<file path="config.mk">
export PLATFORM = sky130hd
export DESIGN_NAME = uart_cmd_parser
export DESIGN_NICKNAME = d
export VERILOG_FILES = /design/src/rtl/uart_cmd_pkg.sv /design/src/rtl/uart_cmd_timer.sv /design/src/rtl/uart_cmd_parser.sv
export SDC_FILE = /design/constraint.sdc
export NUM_CORES = 1
export LEC_CHECK = 0
export ABC_AREA = 1
export BUFFER_PORTS_ARGS = -buffer_cell sky130_fd_sc_hd__buf_2
export CAP_MARGIN = 15
export CELL_PAD_IN_SITES_DETAIL_PLACEMENT = 0
export CELL_PAD_IN_SITES_GLOBAL_PLACEMENT = 1
export CORE_UTILIZATION = 44
export DETAILED_ROUTE_END_ITERATION = 6
export PLACE_DENSITY = 0.82
export SYNTH_ARGS = -nofsm -noshare
export SYNTH_HDL_FRONTEND = slang
export SYNTH_SLANG_ARGS = --single-unit
</file>
<file path="constraint.sdc">
create_clock -name clk -period 2.9 [get_ports clk]
set_clock_uncertainty 0.1 [all_clocks]
set_input_delay 0.87 -clock clk [delete_from_list [all_inputs] [get_ports clk]]
set_output_delay 0.87 -clock clk [all_outputs]
set_load 0.05 [all_outputs]
</file>
<file path="src/rtl/uart_cmd_pkg.sv">
// uart_cmd_pkg: states, ASCII constants and target encoding shared by the UART command parser.
package uart_cmd_pkg;
  typedef enum logic [1:0] {IDLE, GET_ARG, EXEC, ERR} state_t;
  typedef enum logic [1:0] {TGT_HOUR, TGT_MIN, TGT_SEC} tgt_t;
  localparam logic [7:0] CR = 8'h0D;
  localparam logic [7:0] LF = 8'h0A;
  localparam logic [7:0] SP = 8'h20;
  localparam logic [7:0] CH_R = "R";
  localparam logic [7:0] CH_C = "C";
  localparam logic [7:0] CH_X = "X";
  localparam logic [7:0] CH_H = "H";
  localparam logic [7:0] CH_M = "M";
  localparam logic [7:0] CH_S = "S";
  localparam logic [7:0] CH_0 = "0";
  localparam logic [7:0] CH_9 = "9";
  function automatic logic [7:0] to_upper(input logic [7:0] c);
    return (c >= "a" && c <= "z") ? c - 8'h20 : c;
  endfunction
endpackage

</file>
<file path="src/rtl/uart_cmd_timer.sv">
// uart_cmd_timer: inter-byte idle counter; expired flags the last allowed idle cycle.
module uart_cmd_timer #(
  parameter int TIMEOUT_CYCLES = 100_000_000
) (
  input  logic clk,
  input  logic rst,
  input  logic clr,
  input  logic en,
  output logic expired
);
  localparam int W = $clog2(TIMEOUT_CYCLES + 1);
  logic [W-1:0] cnt;
  always_ff @(posedge clk or posedge rst) begin
    if (rst) cnt <= '0;
    else if (clr) cnt <= '0;
    else if (en) cnt <= cnt + 1'b1;
  end
  assign expired = cnt == W'(TIMEOUT_CYCLES - 1);
endmodule

</file>
<file path="src/rtl/uart_cmd_parser.sv">
// uart_cmd_parser: decodes ASCII command bytes into registered one-cycle control pulses.
module uart_cmd_parser
  import uart_cmd_pkg::*;
#(
  parameter int ARG_DIGITS     = 2,
  parameter int ARG_W          = 7,
  parameter int TIMEOUT_CYCLES = 100_000_000,
  parameter int CASE_INSENS    = 1
) (
  input  logic             clk,
  input  logic             rst,
  input  logic [7:0]       i_rx_data,
  input  logic             i_rx_valid,
  output logic             o_rx_ready,
  output logic             o_run,
  output logic             o_clear,
  output logic             o_mode,
  output logic             o_hour,
  output logic             o_min,
  output logic             o_sec,
  output logic             o_set_hour,
  output logic             o_set_min,
  output logic             o_set_sec,
  output logic [ARG_W-1:0] o_arg,
  output logic             o_err
);
  localparam int CW = $clog2(ARG_DIGITS + 1);
  localparam logic [CW-1:0] MAX_DIGITS = CW'(ARG_DIGITS);
  state_t state;
  tgt_t tgt;
  logic [ARG_W-1:0] acc;
  logic [CW-1:0] cnt;
  logic [7:0] ch;
  logic accept, is_digit, eol, expired;
  assign accept = i_rx_valid && o_rx_ready;
  assign ch = (CASE_INSENS != 0) ? to_upper(i_rx_data) : i_rx_data;
  assign is_digit = ch >= CH_0 && ch <= CH_9;
  assign eol = ch == CR || ch == LF;
  uart_cmd_timer #(.TIMEOUT_CYCLES(TIMEOUT_CYCLES)) u_timer (
    .clk(clk), .rst(rst), .clr(accept), .en(state == GET_ARG), .expired(expired)
  );
  always_ff @(posedge clk or posedge rst) begin
    if (rst) begin
      state <= IDLE;
      tgt <= TGT_HOUR;
      acc <= '0;
      cnt <= '0;
      o_arg <= '0;
      o_rx_ready <= 1'b1;
      {o_run, o_clear, o_mode, o_hour, o_min, o_sec, o_set_hour, o_set_min, o_set_sec, o_err} <= '0;
    end else begin
      {o_run, o_clear, o_mode, o_hour, o_min, o_sec, o_set_hour, o_set_min, o_set_sec, o_err} <= '0;
      o_rx_ready <= 1'b1;
      case (state)
        IDLE: if (accept) begin
          if (ch == CH_R || ch == CH_C || ch == CH_X) begin
            o_run <= ch == CH_R;
            o_clear <= ch == CH_C;
            o_mode <= ch == CH_X;
            state <= EXEC;
            o_rx_ready <= 1'b0;
          end else if (ch == CH_H || ch == CH_M || ch == CH_S) begin
            tgt <= ch == CH_H ? TGT_HOUR : ch == CH_M ? TGT_MIN : TGT_SEC;
            acc <= '0;
            cnt <= '0;
            state <= GET_ARG;
          end else if (!(eol || ch == SP)) begin
            o_err <= 1'b1;
            state <= ERR;
            o_rx_ready <= 1'b0;
          end
        end
        GET_ARG: if (accept) begin
          if (is_digit && cnt < MAX_DIGITS) begin
            acc <= ARG_W'((ARG_W+4)'(acc) * (ARG_W+4)'(10) + (ARG_W+4)'(ch[3:0]));
            cnt <= cnt + 1'b1;
          end else if (eol) begin
            o_hour <= cnt == '0 && tgt == TGT_HOUR;
            o_min <= cnt == '0 && tgt == TGT_MIN;
            o_sec <= cnt == '0 && tgt == TGT_SEC;
            o_set_hour <= cnt != '0 && tgt == TGT_HOUR;
            o_set_min <= cnt != '0 && tgt == TGT_MIN;
            o_set_sec <= cnt != '0 && tgt == TGT_SEC;
            o_arg <= cnt != '0 ? acc : o_arg;
            state <= EXEC;
            o_rx_ready <= 1'b0;
          end else begin
            o_err <= 1'b1;
            state <= ERR;
            o_rx_ready <= 1'b0;
          end
        end else if (expired) begin
          o_err <= 1'b1;
          state <= ERR;
          o_rx_ready <= 1'b0;
        end
        default: state <= IDLE;
      endcase
    end
  end
endmodule

</file>
* Yosys cells after proc, flatten, opt, wreduce, memory -nomap -nowiden
Index checks and enable logic that the tools add are counted.
W data, S select, Z words.
** Word-level totals
- Output and inout port bits :: 18
- Word-level logic and storage cells :: 152
- Input bits :: 11
- Register bits :: 58
** Operators by class
- $lt $le $gt $ge :: 5
- Add/subtract/negate cells :: 4
- $mul :: 1
- Multiplexer cells :: 76
- Bitwise logic cells :: 2
- Reduce and logical (&&, ||, !) cells :: 26
- Equality and inequality tests :: 21
** Operators with widths (count)
- $mux W27 :: 2
- $mux W1 :: 49
- $eq A8 B7 Y1 const B :: 6
- $mux W7 :: 5
- $mux W2 :: 14
- $add A27 B1 Y27 const B :: 1
- $eq A27 B27 Y1 const B :: 1
- $eq A8 B4 Y1 const B :: 2
- $pmux W7 S2 :: 1
- $logic_and A1 B1 Y1 :: 10
- $ne A2 B2 Y1 const B :: 5
- $eq A8 B6 Y1 const B :: 1
- $ge A8 B6 Y1 const B :: 1
- $ge A8 B7 Y1 const B :: 1
- $le A8 B6 Y1 const B :: 1
- $le A8 B7 Y1 const B :: 1
- $mux W8 :: 1
- $pmux W2 S2 :: 2
- $reduce_and A4 Y1 :: 2
- $sub A8 B6 Y8 const B :: 1
- $add A7 B4 Y7 :: 1
- $mul A7 B3 Y6 const B :: 1
- $logic_not A2 Y1 :: 3
- $logic_or A1 B1 Y1 :: 6
- other kinds (11) :: 17

* Logic depth before layout (Yosys ltp)
Gate-level depths: netlist of run 1.
- Depth after elaboration :: 11
- Gate-level depth with buffers :: 16
- Mapped depth without buffers :: 16

* By module
Synthesis of run 1 repeated with hierarchy kept, for this count alone.
** Unflattened totals
- Cell total of the unflattened synthesis :: 479
- Area total of the unflattened synthesis :: 3616.0 µm²
** Modules (own cells, without submodules)
- uart_cmd_parser :: cells each 253, area an instance 1911.8 µm², instances 1, seq. area each 777.0 µm²
- uart_cmd_timer :: cells each 226, area an instance 1704.1 µm², instances 1, seq. area each 675.6 µm²

* Worst setup path after synthesis of run 1
Ideal clock, no wire load.
- Path kind :: input port to flip-flop
- Start point :: in i_rx_data[3]
- End point :: reg acc[6]
- Cell stages on the path :: 8
- Setup time :: 0.074 ns
- Data required time :: 2.726 ns
- Arrival time :: 2.158 ns
- Slack :: 0.568 ns
- Buffers on the path :: 0
- Cell sequence :: ha_1 a21oi_1 inv_1 a31oi_1 nor3_1 xor2_1 or2_2 o21ai_2
** On the way
- Cells in the longest elaborated chain, start to end :: 8
- Elaborated cells between the ends (all ways) :: 27
- Those cells by class :: add/sub: 2; order compare: 4; eq/ne: 9; mux: 4; reduce/logical: 8
** Ends and longest elaborated chain
- from (decl) :: line uart_cmd_parser.sv:12 : input logic [7:0] i_rx_data,
- $ge A8 B7 Y1 / $le A8 B7 Y1 (equally long branches) :: line uart_cmd_pkg.sv:17 : return (c >= "a" && c <= "z") ? c - 8'h20 : c;
- $logic_and A1 B1 Y1 :: line uart_cmd_pkg.sv:17
- $mux W8 * :: line uart_cmd_pkg.sv:17
- $ge A8 B6 Y1 (tied with other cells) :: line uart_cmd_parser.sv:37 : assign is_digit = ch >= CH_0 && ch <= CH_9;
- $logic_and A1 B1 Y1 (tied with other cells) :: line uart_cmd_parser.sv:37
- $logic_and A1 B1 Y1 (tied with other cells) :: line uart_cmd_parser.sv:74 : if (is_digit && cnt < MAX_DIGITS) begin
- $ne A2 B2 Y1 (no line)
- $reduce_and A6 Y1 (no line)
- to (signal assigned) :: line uart_cmd_parser.sv:75 : acc <= ARG_W'((ARG_W+4)'(acc) * (ARG_W+4)'(10) + (ARG_W+4)'(ch[3:0]));
- to (decl) :: line uart_cmd_parser.sv:31 : logic [ARG_W-1:0] acc;
Mark *: on every way between the ends. The rest lies on a longest branch, timed or not. The select of a mux whose other input is x is not followed.
A chain may end at the register's enable or synchronous reset.

* Worst setup path in the final report of run 1
- Start point :: reg acc[1]
- End point :: reg acc[6]
** On the way
- Cells in the longest elaborated chain, start to end :: 5
** Ends and longest elaborated chain
- $mul A7 B3 Y6 :: line uart_cmd_parser.sv:75
- $add A7 B4 Y7 :: line uart_cmd_parser.sv:75
- $mux W7 :: line uart_cmd_parser.sv:74
- $mux W7 :: line uart_cmd_parser.sv:73 : GET_ARG: if (accept) begin
- $pmux W7 S2 :: line uart_cmd_parser.sv:54 : case (state)
No other way between the ends. The select of a mux whose other input is x is not followed.

==> run summary, run 1 <==
Post-layout util = 51.3%
DRC errors left = 0
Register area share after synthesis = 41.3%
Setup crit end kind = flop
WL final = 7550 um
Worst r2r src = acc[1]
HPWL Detailed = 5530 um
Setup TNS = 0 ns
FFs w/ async S/R, synth = 100%
DR pass1 iterations = 4
Maximum clock frequency = 419 MHz
Final net count = 517
Setup slack after layout = 0.512 ns
Postcts setup bufs = 0
Vias in the first global route = 2926
DRT antenna net count = 0
Worst Path Arrival = 2.56 ns
Count of cell types in the netlist = 40
Final min period = 2.39 ns
Clock Latency Late Sink = 0.34 ns
Synth cell count leaders = nand2_1, inv_1, dfrtp_1
Largest area contributor in the netlist = dfrtp_1
Min-Delay Startpoint = cnt[0]
Port bufs = 28
Tcrit/Tclk final = 82.4%
First-pass GRT wire length = 13500 um
Compound-Gate Fraction of Synth Area = 11.4%
Post-synthesis xor/xnor area fraction = 1.75%
Worst IR Drop VDD = 349 uV
Antenna cells = 0
CP max FO = 5
DIE AREA = 8350 um^2
Flip-flop and latch count after synthesis = 58
Crit Path Category = reg2reg
CP Data Required Time = 3.07 ns
CTS Hold Bufs = 0
Reg2reg path depth = 8
Post-Synth Adder-Cell Area = 4.70%
Post-synth EDFFs = 0
TritonCTS clock tree = done
Synthesis-to-layout area growth = 12.8%
Hold Path Stages = 2
Flop2flop setup slack = 0.51 ns
RSZ-0062 raised after global routing = false
Top cells by area, synth = dfrtp_1, nand2_1, inv_1
Avg Cell Area, Syn = 7.67 um^2
DR vias/cell = 4.81
Total track usage = 20.6%
CTS root buffer = clkbuf_8
Register area = 1450 um^2
Worst Hold End = cnt[0]
Top cell type's share of synthesized area = 40.6%
Most common cell in the synthesized netlist = nand2_1
Routability cong. = 0.849
# setup viols final = 0
Share of layout cells above drive strength 1 = 17.4%
Final Max Tran Viols = 0
Status = finished clean
Clk sinks = 58
Final Cell Area = 3960 um^2
Post-CTS sizing = 0
Final hold violation count = 0
Core ar. = 7730 um^2
# IOs = 29
Initial antenna violation count = 0
Die Y = 91.4 um
Prevailing post-synth register cell = dfrtp_1
Dpl cell area = 3780 um^2
1st-iter DRT viols = 98
Congestion Overflow GR = 0
Die X = 91.4 um
Total of max-cap violations = 0
Post-DR wirelength/cell = 12.6 um
Multiplexer share of the synthesized area = 0%
Clk buf depth = 2
Worst-Margin Slew = 0.430 ns
Yosys warnings = 0
Rel. slew slack = 71.3%
Initial Util = 45.5%
Worst-path clk slew = 0.07 ns
Synth Area in Simple Gates = 31.3%
Post-synth net total = 481
Fillers = 759
Leakage = 1.95 nW
Pre-CTS WS = 0.264 ns
Post-Synthesis Cells = 458
Via count = 2892
CTS buffer count = 9
Worst min path class = reg2reg
Worst setup SP type = flop
Power Density = 654 nW/um^2
Multi-input combinational cell area = 1730 um^2
# rows = 32
Reg2reg end = acc[6]
Main combinational cell family by area after synthesis = simple AND/OR/NAND/NOR gates
H-Tree Depth = 3
Pin count of the biggest net entering global routing = 59
Post-Syn Area = 3510 um^2
per-stage QoR:
step / hold WS [ns] / total power, W / cells
after floorplan: 0.351 / 0.00168 / 458
after detailed placement: 0.382 / 0.00190 / 585
after global placement: 0.363 / 0.00188 / 585
final: 0.390 / 0.00259 / 601
after CTS: 0.398 / 0.00262 / 601
after global routing: 0.422 / 0.00279 / 601
per-layer routing:
metal	vias to the layer above	wire (um)	GRT usage (%)
li1	1536	-	-
met5	-	0	0
met4	0	131	8.33
met1	1308	3720	26.5
met2	36	3500	34.0
met3	12	199	3.85
power by group:
group          switching [W]  leakage (nW)  internal (W)  total [W]
registers          0.0000984         0.755      0.000904    0.00100
logic               0.000576          1.09      0.000291   0.000867
clock network       0.000332        0.0958      0.000390   0.000722
total                0.00101          1.95       0.00159    0.00259
cells in the final DEF (no fill, tap or decap), types with 4 or more instances in the layout:
cell / instances
a21oi_1: 17
buf_2: 28
clkbuf_8: 9
clkinv_2: 4
dfrtp_1: 57
ha_1: 10
inv_1: 73
inv_2: 4
nand2_1: 104
nand2_2: 8
nand3_1: 15
nand4_1: 9
nor2_1: 54
nor3_1: 16
nor4_1: 6
o21ai_0: 20
o21ai_1: 8
o21ai_2: 8
xor2_1: 5
kinds of logic (layout without fill, tap and decap cells):
group	after synthesis	after routing
buffers and inverters	84	125
AOI/OAI and AO/OA	65	65
DFF	58	58
adders and majority gates	12	12
and+or+nand+nor	232	232
xor gates and xnor gates	7	7
flip-flops by register name, indices dropped and copies added (netlist names):
register and flops:
o_set_hour 1, cnt 2, o_arg 7, o_min 1
state 2, u_timer.cnt 27, o_rx_ready 1, o_set_min 1
o_clear 1, acc 7, o_hour 1, o_run 1
o_err 1, tgt 2, o_set_sec 1, o_mode 1
o_sec 1
area by class of cell:
type / instances / area share [%]
Multi-Input combinational cell: 316 / 43.6
Sequential cell: 58 / 36.6
Inverter: 77 / 7.29
Timing Repair Buffer: 32 / 4.61
Clock buffer: 10 / 3.22
Tap cell: 102 / 3.22
Clock inverter: 6 / 1.45
critical path: stages, from the launching register on:
cell     delay (ns)
dfrtp_1        0.47
ha_1           0.33
ha_1           0.19
inv_1          0.06
fa_1           0.45
nor3_1         0.22
xor2_1         0.08
or2_2          0.28
o21ai_2        0.13
how the worst max path moves through the flow:
| stage | slack (ns) | start | end | cells after the start |
|---|---|---|---|---|
| 3_3_place_gp | 0.30 | i_rx_data[2] | acc[6] | 14 |
| 6_report | 0.51 | acc[1] | acc[6] | 8 |
| 2_1_floorplan | 0.50 | rst | acc[0] | 1 |
| 4_1_cts | 0.48 | acc[1] | acc[6] | 8 |
| 3_5_place_dp | 0.26 | i_rx_data[2] | acc[6] | 14 |
| 5_1_grt | 0.37 | acc[1] | acc[6] | 8 |
(Power assumes the default switching activity.)
==> inputs of run 2 (changes only) <==
CORE_UTILIZATION = 40   (was 44)
PLACE_DENSITY = 0.79   (was 0.82)
clock period = 2.1 ns   (was 2.9 ns; I/O delays follow)
==> run summary, run 2 (synthesis results as in run 1) <==
Maximum clock frequency = 464 MHz (+11%)
Final hold violation count = 0 (unchanged)
# rows = 33 (+3.1%)
Crit path cell chain = ha_1, ha_2, inv_2, fa_2, xor2_1, xnor2_1, xor2_1, or2_4, o21ai_2
CP top delay family = adder cells
HPWL Detailed = 6060 um (+9.7%)
CP dominant cell by count = xor2_1
Leakage = 2.17 nW (+12%)
DR vias/cell = 4.82 (+0.19%)
Switching part of the total = 36.7% (-2.1 points)
Worst-Margin Slew = 0.533 ns (+0.103 ns)
Dpl cell area = 4080 um^2 (+8.1%)
Clk pwr share = 30.1% (+2.2 points)
Die Y = 95.7 um (+4.8%)
Pin count of the biggest net entering global routing = 24 (-59%)
Crit path max-delay cell type = dfrtp_1
Final min period = 2.15 ns (-0.234 ns)
Worst Setup EP = acc[6]
Port bufs = 28 (unchanged)
RSZ-0062 raised after global routing = true
Post-DR wirelength/cell = 12.4 um (-1.3%)
# IOs = 29 (unchanged)
Status = finished with violations
Clk sinks = 58 (unchanged)
Synthesis-to-layout area growth = 25.2%
Initial Util = 42.1% (-3.3 points)
H-Tree Depth = 3 (unchanged)
Sequential share of power = 32.9% (-5.8 points)
CTS root buffer = clkbuf_8
Reg2reg end = acc[6]
Final Max Tran Viols = 0 (unchanged)
Power Density = 942 nW/um^2 (+44%)
WP buf/inv = 1 (unchanged)
Int Pwr = 0.00262 W (+65%)
Clock Latency Late Sink = 0.34 ns (about the same)
Final Cell Area = 4400 um^2 (+11%)
Routability cong. = 0.878 (+3.4%)
DRT antenna net count = 0 (unchanged)
CP max FO = 2 (-3)
Antenna cells = 0 (unchanged)
Worst min path class = in2async
Initial antenna violation count = 0 (unchanged)
TritonCTS clock tree = done
Setup crit end kind = flop
Tcrit/Tclk final = 103% (+20 points)
Total track usage = 20.0% (-0.54 points)
Share of layout cells above drive strength 1 = 25.7% (+8.2 points)
Vias in the first global route = 3114 (+6.4%)
1st-iter DRT viols = 76 (-22%)
CTS buffer count = 9 (unchanged)
Worst r2r src = acc[1]
Most common cell after layout, fill and taps aside = nand2_1
Critical Path Max Stage Delay = 0.41 ns (-0.06 ns)
CP Data Required Time = 2.27 ns (-0.80 ns)
Worst-path clk slew = 0.07 ns (about the same)
Flop2flop setup slack = -0.05 ns (-0.57 ns)
NetSw = 0.00152 W (+51%)
Worst IR Drop VDD = 598 uV (+71%)
Via count = 3100 (+7.2%)
# setup viols final = 2 (+2)
Rel. slew slack = 64.4% (-6.9 points)
Die X = 95.7 um (+4.8%)
Worst hold slack = 0.237 ns (-0.154 ns)
Postcts setup bufs = 0 (unchanged)
Biggest regs = u_timer.cnt x27, acc x7, o_arg x7
Fillers = 830 (+9.4%)
Core ar. = 8340 um^2 (+7.9%)
Worst Path Arrival = 2.32 ns (-0.24 ns)
Final net count = 556 (+7.5%)
Congestion Overflow GR = 0 (unchanged)
Comb pwr share = 36.9% (+3.5 points)
DR pass1 iterations = 4 (unchanged)
DRC errors left = 0 (unchanged)
Total of max-cap violations = 0 (unchanged)
DIE AREA = 9160 um^2 (+9.8%)
Crit Path Category = reg2reg
Setup slack after layout = -0.0546 ns (-0.566 ns)
Reg2reg path depth = 9 (+1)
Worst Setup SP = acc[1]
Failing checks = negative setup slack
Clk buf depth = 2 (unchanged)
Max reg flops = 27 (unchanged)
Worst setup SP type = flop
Commonest non-fill, non-tap cells in the layout = nand2_1, inv_1, dfrtp_1
Worst path depth = 9 (+1)
WL final = 7970 um (+5.6%)
Largest Register = u_timer.cnt
First-pass GRT wire length = 13900 um (+3.2%)
run 2: cell types whose count changed in the layout (fill, tap and decap cells not counted), moves of 2 or more:
cell       before  now
buf_4           3   40
nor2_2          3    5
nor3_1         16   13
bufinv_16       1    3
nor3_2          0    3
nor2_1         54   52
run 2: per-stage QoR:
step	setup TNS, ns	util [%]	instances	power (W)	worst slack [ns]
floorplan	-0.0580	-	458	0.00234	-0.0580
global placement	-3.83	49.0	626	0.00279	-0.181
detailed placement	-4.94	49.0	626	0.00281	-0.236
CTS	-0.145	52.0	642	0.00411	-0.0909
global route	-0.287	52.7	643	0.00441	-0.151
finish	-0.0618	52.7	643	0.00414	-0.0546
run 2: layout make-up:
cell class              count  area (um^2)  area share, %
well taps                 105          131           2.99
inverters                  77          293           6.66
multi-input cells         317         1820           41.3
repair buffers             70          472           10.7
clock buffers              10          128           2.90
flip-flops and latches     58         1450           33.0
clock inverters             6          105           2.39
run 2: worst min path at each step:
| stage | to | depth (start not counted) |
|---|---|---|
| floorplan | o_arg[6] | 2 |
| global placement | o_arg[6] | 2 |
| detailed placement | o_arg[6] | 2 |
| CTS | o_arg[5] | 2 |
| global route | o_arg[6] | 2 |
| finish | o_arg[5] | 2 |
run 2: what timing repair did:
item	CTS	global route
gates cloned	0	1
setup endpoints to repair	2	21
pin swaps	10	5
hold buffers	0	0
resized for setup	3	9
run 2: power by group through the flow:
stage          clock [W]  combinational [W]  sequential, W
5_1_grt          0.00132            0.00172        0.00138
4_1_cts          0.00127            0.00147        0.00136
6_report         0.00125            0.00153        0.00136
3_5_place_dp           0            0.00143        0.00138
2_1_floorplan          0           0.000880        0.00146
3_3_place_gp           0            0.00141        0.00138
run 2: per-layer routing:
| metal | routed length (um) | GRT usage (%) | vias to the layer above | share of wire, % |
|---|---|---|---|---|
| met5 | 0 | 0 | - | 0 |
| met4 | 188 | 9.58 | 0 | 2.4 |
| met3 | 212 | 3.63 | 13 | 2.7 |
| met2 | 3590 | 31.8 | 49 | 45 |
| met1 | 3980 | 26.4 | 1425 | 50 |
| li1 | - | - | 1613 | - |
==> inputs of run 3 (changes only) <==
BUFFER_PORTS_ARGS = -buffer_cell sky130_fd_sc_hd__buf_4   (was -buffer_cell sky130_fd_sc_hd__buf_2)
REMOVE_ABC_BUFFERS = 1   (was unset)
SKIP_CTS_REPAIR_TIMING = 1   (was unset)
==> run summary, run 3 (synthesis results as in run 1) <==
Status = finished with violations
Failing checks = negative setup slack
H-Tree Depth = 3 (unchanged)
CTS buffer count = 9 (unchanged)
Power Density = 945 nW/um^2 (+0.32%)
Crit Path Category = reg2reg
Total of max-cap violations = 0 (unchanged)
Vias in the first global route = 3029 (-2.7%)
Most common cell after layout, fill and taps aside = nand2_1
Initial Util = 42.1% (unchanged)
HPWL Detailed = 5950 um (-1.9%)
Setup slack after layout = -0.0717 ns (-0.0171 ns)
CP dominant cell by count = ha_4
Leakage = 2.22 nW (+2.1%)
WP buf/inv = 1 (unchanged)
CP top delay family = adder cells
Share of layout cells above drive strength 1 = 27.1% (+1.5 points)
Port bufs = 28 (unchanged)
WL final = 7920 um (-0.65%)
Final Cell Area = 4550 um^2 (+3.5%)
Antenna cells = 0 (unchanged)
Total track usage = 19.7% (-0.36 points)
Dpl cell area = 4170 um^2 (+2.1%)
Largest Register = u_timer.cnt
Via count = 3139 (+1.3%)
Congestion Overflow GR = 0 (unchanged)
Synthesis-to-layout area growth = 29.5%
Clock Latency Late Sink = 0.34 ns (about the same)
Pin count of the biggest net entering global routing = 59 (+150%)
Routability cong. = 0.843 (-4.0%)
DR vias/cell = 4.82 (about the same)
Crit path max-delay cell type = dfrtp_1
Worst Path Arrival = 2.34 ns (+0.02 ns)
Commonest non-fill, non-tap cells in the layout = nand2_1, buf_4, inv_1
Clk buf depth = 2 (unchanged)
# setup viols final = 1 (-1)
Final net count = 564 (+1.4%)
DR pass1 iterations = 4 (unchanged)
Inst Count DP = 630 (+0.64%)
DIE AREA = 9160 um^2 (unchanged)
1st-iter DRT viols = 111 (+46%)
Clk sinks = 58 (unchanged)
Post-route insts no fill = 651 (+1.2%)
GRT Max-Usage Layer = met2
RSZ-0062 raised after global routing = true
Post-DR wirelength/cell = 12.2 um (-1.9%)
# IOs = 29 (unchanged)
Die Y = 95.7 um (unchanged)
CTS root buffer = clkbuf_8
CP max FO = 2 (unchanged)
Worst min path class = in2async
Worst-path clk slew = 0.07 ns (about the same)
Final Max Tran Viols = 0 (unchanged)
Worst-Margin Slew = 0.350 ns (-0.183 ns)
Max reg flops = 27 (unchanged)
Biggest regs = u_timer.cnt x27, acc x7, o_arg x7
Final min period = 2.17 ns (+0.0171 ns)
Met2 Use GR = 33.3% (+1.5 points)
Setup crit end kind = flop
Core ar. = 8340 um^2 (unchanged)
DRC errors left = 0 (unchanged)
Final hold violation count = 0 (unchanged)
Tcrit/Tclk final = 103% (+0.81 points)
Rel. slew slack = 76.5% (+12 points)
Initial antenna violation count = 0 (unchanged)
Met1 Use GR = 23.9% (-2.5 points)
TritonCTS clock tree = done
Critical Path Max Stage Delay = 0.42 ns (about the same)
Global routing usage on met3 = 3.08% (-0.55 points)
First-pass GRT wire length = 13600 um (-2.6%)
Maximum clock frequency = 460 MHz (-0.79%)
Crit path cell chain = ha_4, ha_4, inv_2, fa_2, xor2_2, xnor2_1, xor2_1, or2_4, o21ai_2
Worst IR Drop VDD = 506 uV (-15%)
CP Data Required Time = 2.27 ns (about the same)
DRT antenna net count = 0 (unchanged)
# rows = 33 (unchanged)
Worst setup SP type = flop
Die X = 95.7 um (unchanged)
==> run 3: worst paths after layout <==
check,startpoint,cells past startpoint,endpoint,slack [ns]
worst max-delay path,acc[1],9,acc[6],-0.07
worst min-delay path,rst,3,o_arg[6],0.24
worst max register to register,acc[1],9,acc[6],-0.07
worst min register to register,acc[6],2,o_arg[6],0.39
max in group asynchronous,rst,3,o_rx_ready,1.38
min in group clk,acc[6],2,o_arg[6],0.39
==> run 3: worst min-delay path, cell delays in order <==
cell,delay (ns)
buf_4,0.11
inv_2,0.06
buf_12,0.28
==> run 3: cell type report <==
| type | instances | area [um^2] |
|---|---|---|
| fill | 800 | 3790 |
| multi-input combinational | 316 | 1820 |
| sequential | 58 | 1450 |
| timing repair buffer | 79 | 609 |
| inverter | 77 | 289 |
| clock buffer | 12 | 155 |
| tap | 105 | 131 |
| clock inverter | 4 | 97.6 |
==> run 3: routing by layer <==
metal / up-vias / share of wire (%)
met3: 21 / 2.3
met1: 1438 / 45
li1: 1630 / -
met4: 0 / 3.1
met5: - / 0
met2: 50 / 49
==> run 3: metrics by stage <==
stage	setup slack (ns)	power [W]	util (%)	hold WS [ns]	setup TNS, ns
2_1_floorplan	-0.144	0.00228	-	0.355	-3.51
3_3_place_gp	-0.188	0.00281	50.0	0.374	-4.26
3_5_place_dp	-0.249	0.00284	50.0	0.379	-5.57
4_1_cts	-0.193	0.00417	53.0	0.255	-0.193
5_1_grt	-0.144	0.00461	54.6	0.272	-0.180
6_report	-0.0717	0.00430	54.6	0.243	-0.0717
==> run 3: power by group <==
part	internal (W)	leakage, nW	total (W)	switching, W
Combinational	0.000690	1.34	0.00164	0.000952
Sequential	0.00125	0.755	0.00134	0.0000890
Clock	0.000854	0.123	0.00132	0.000464
Total	0.00279	2.22	0.00430	0.00150
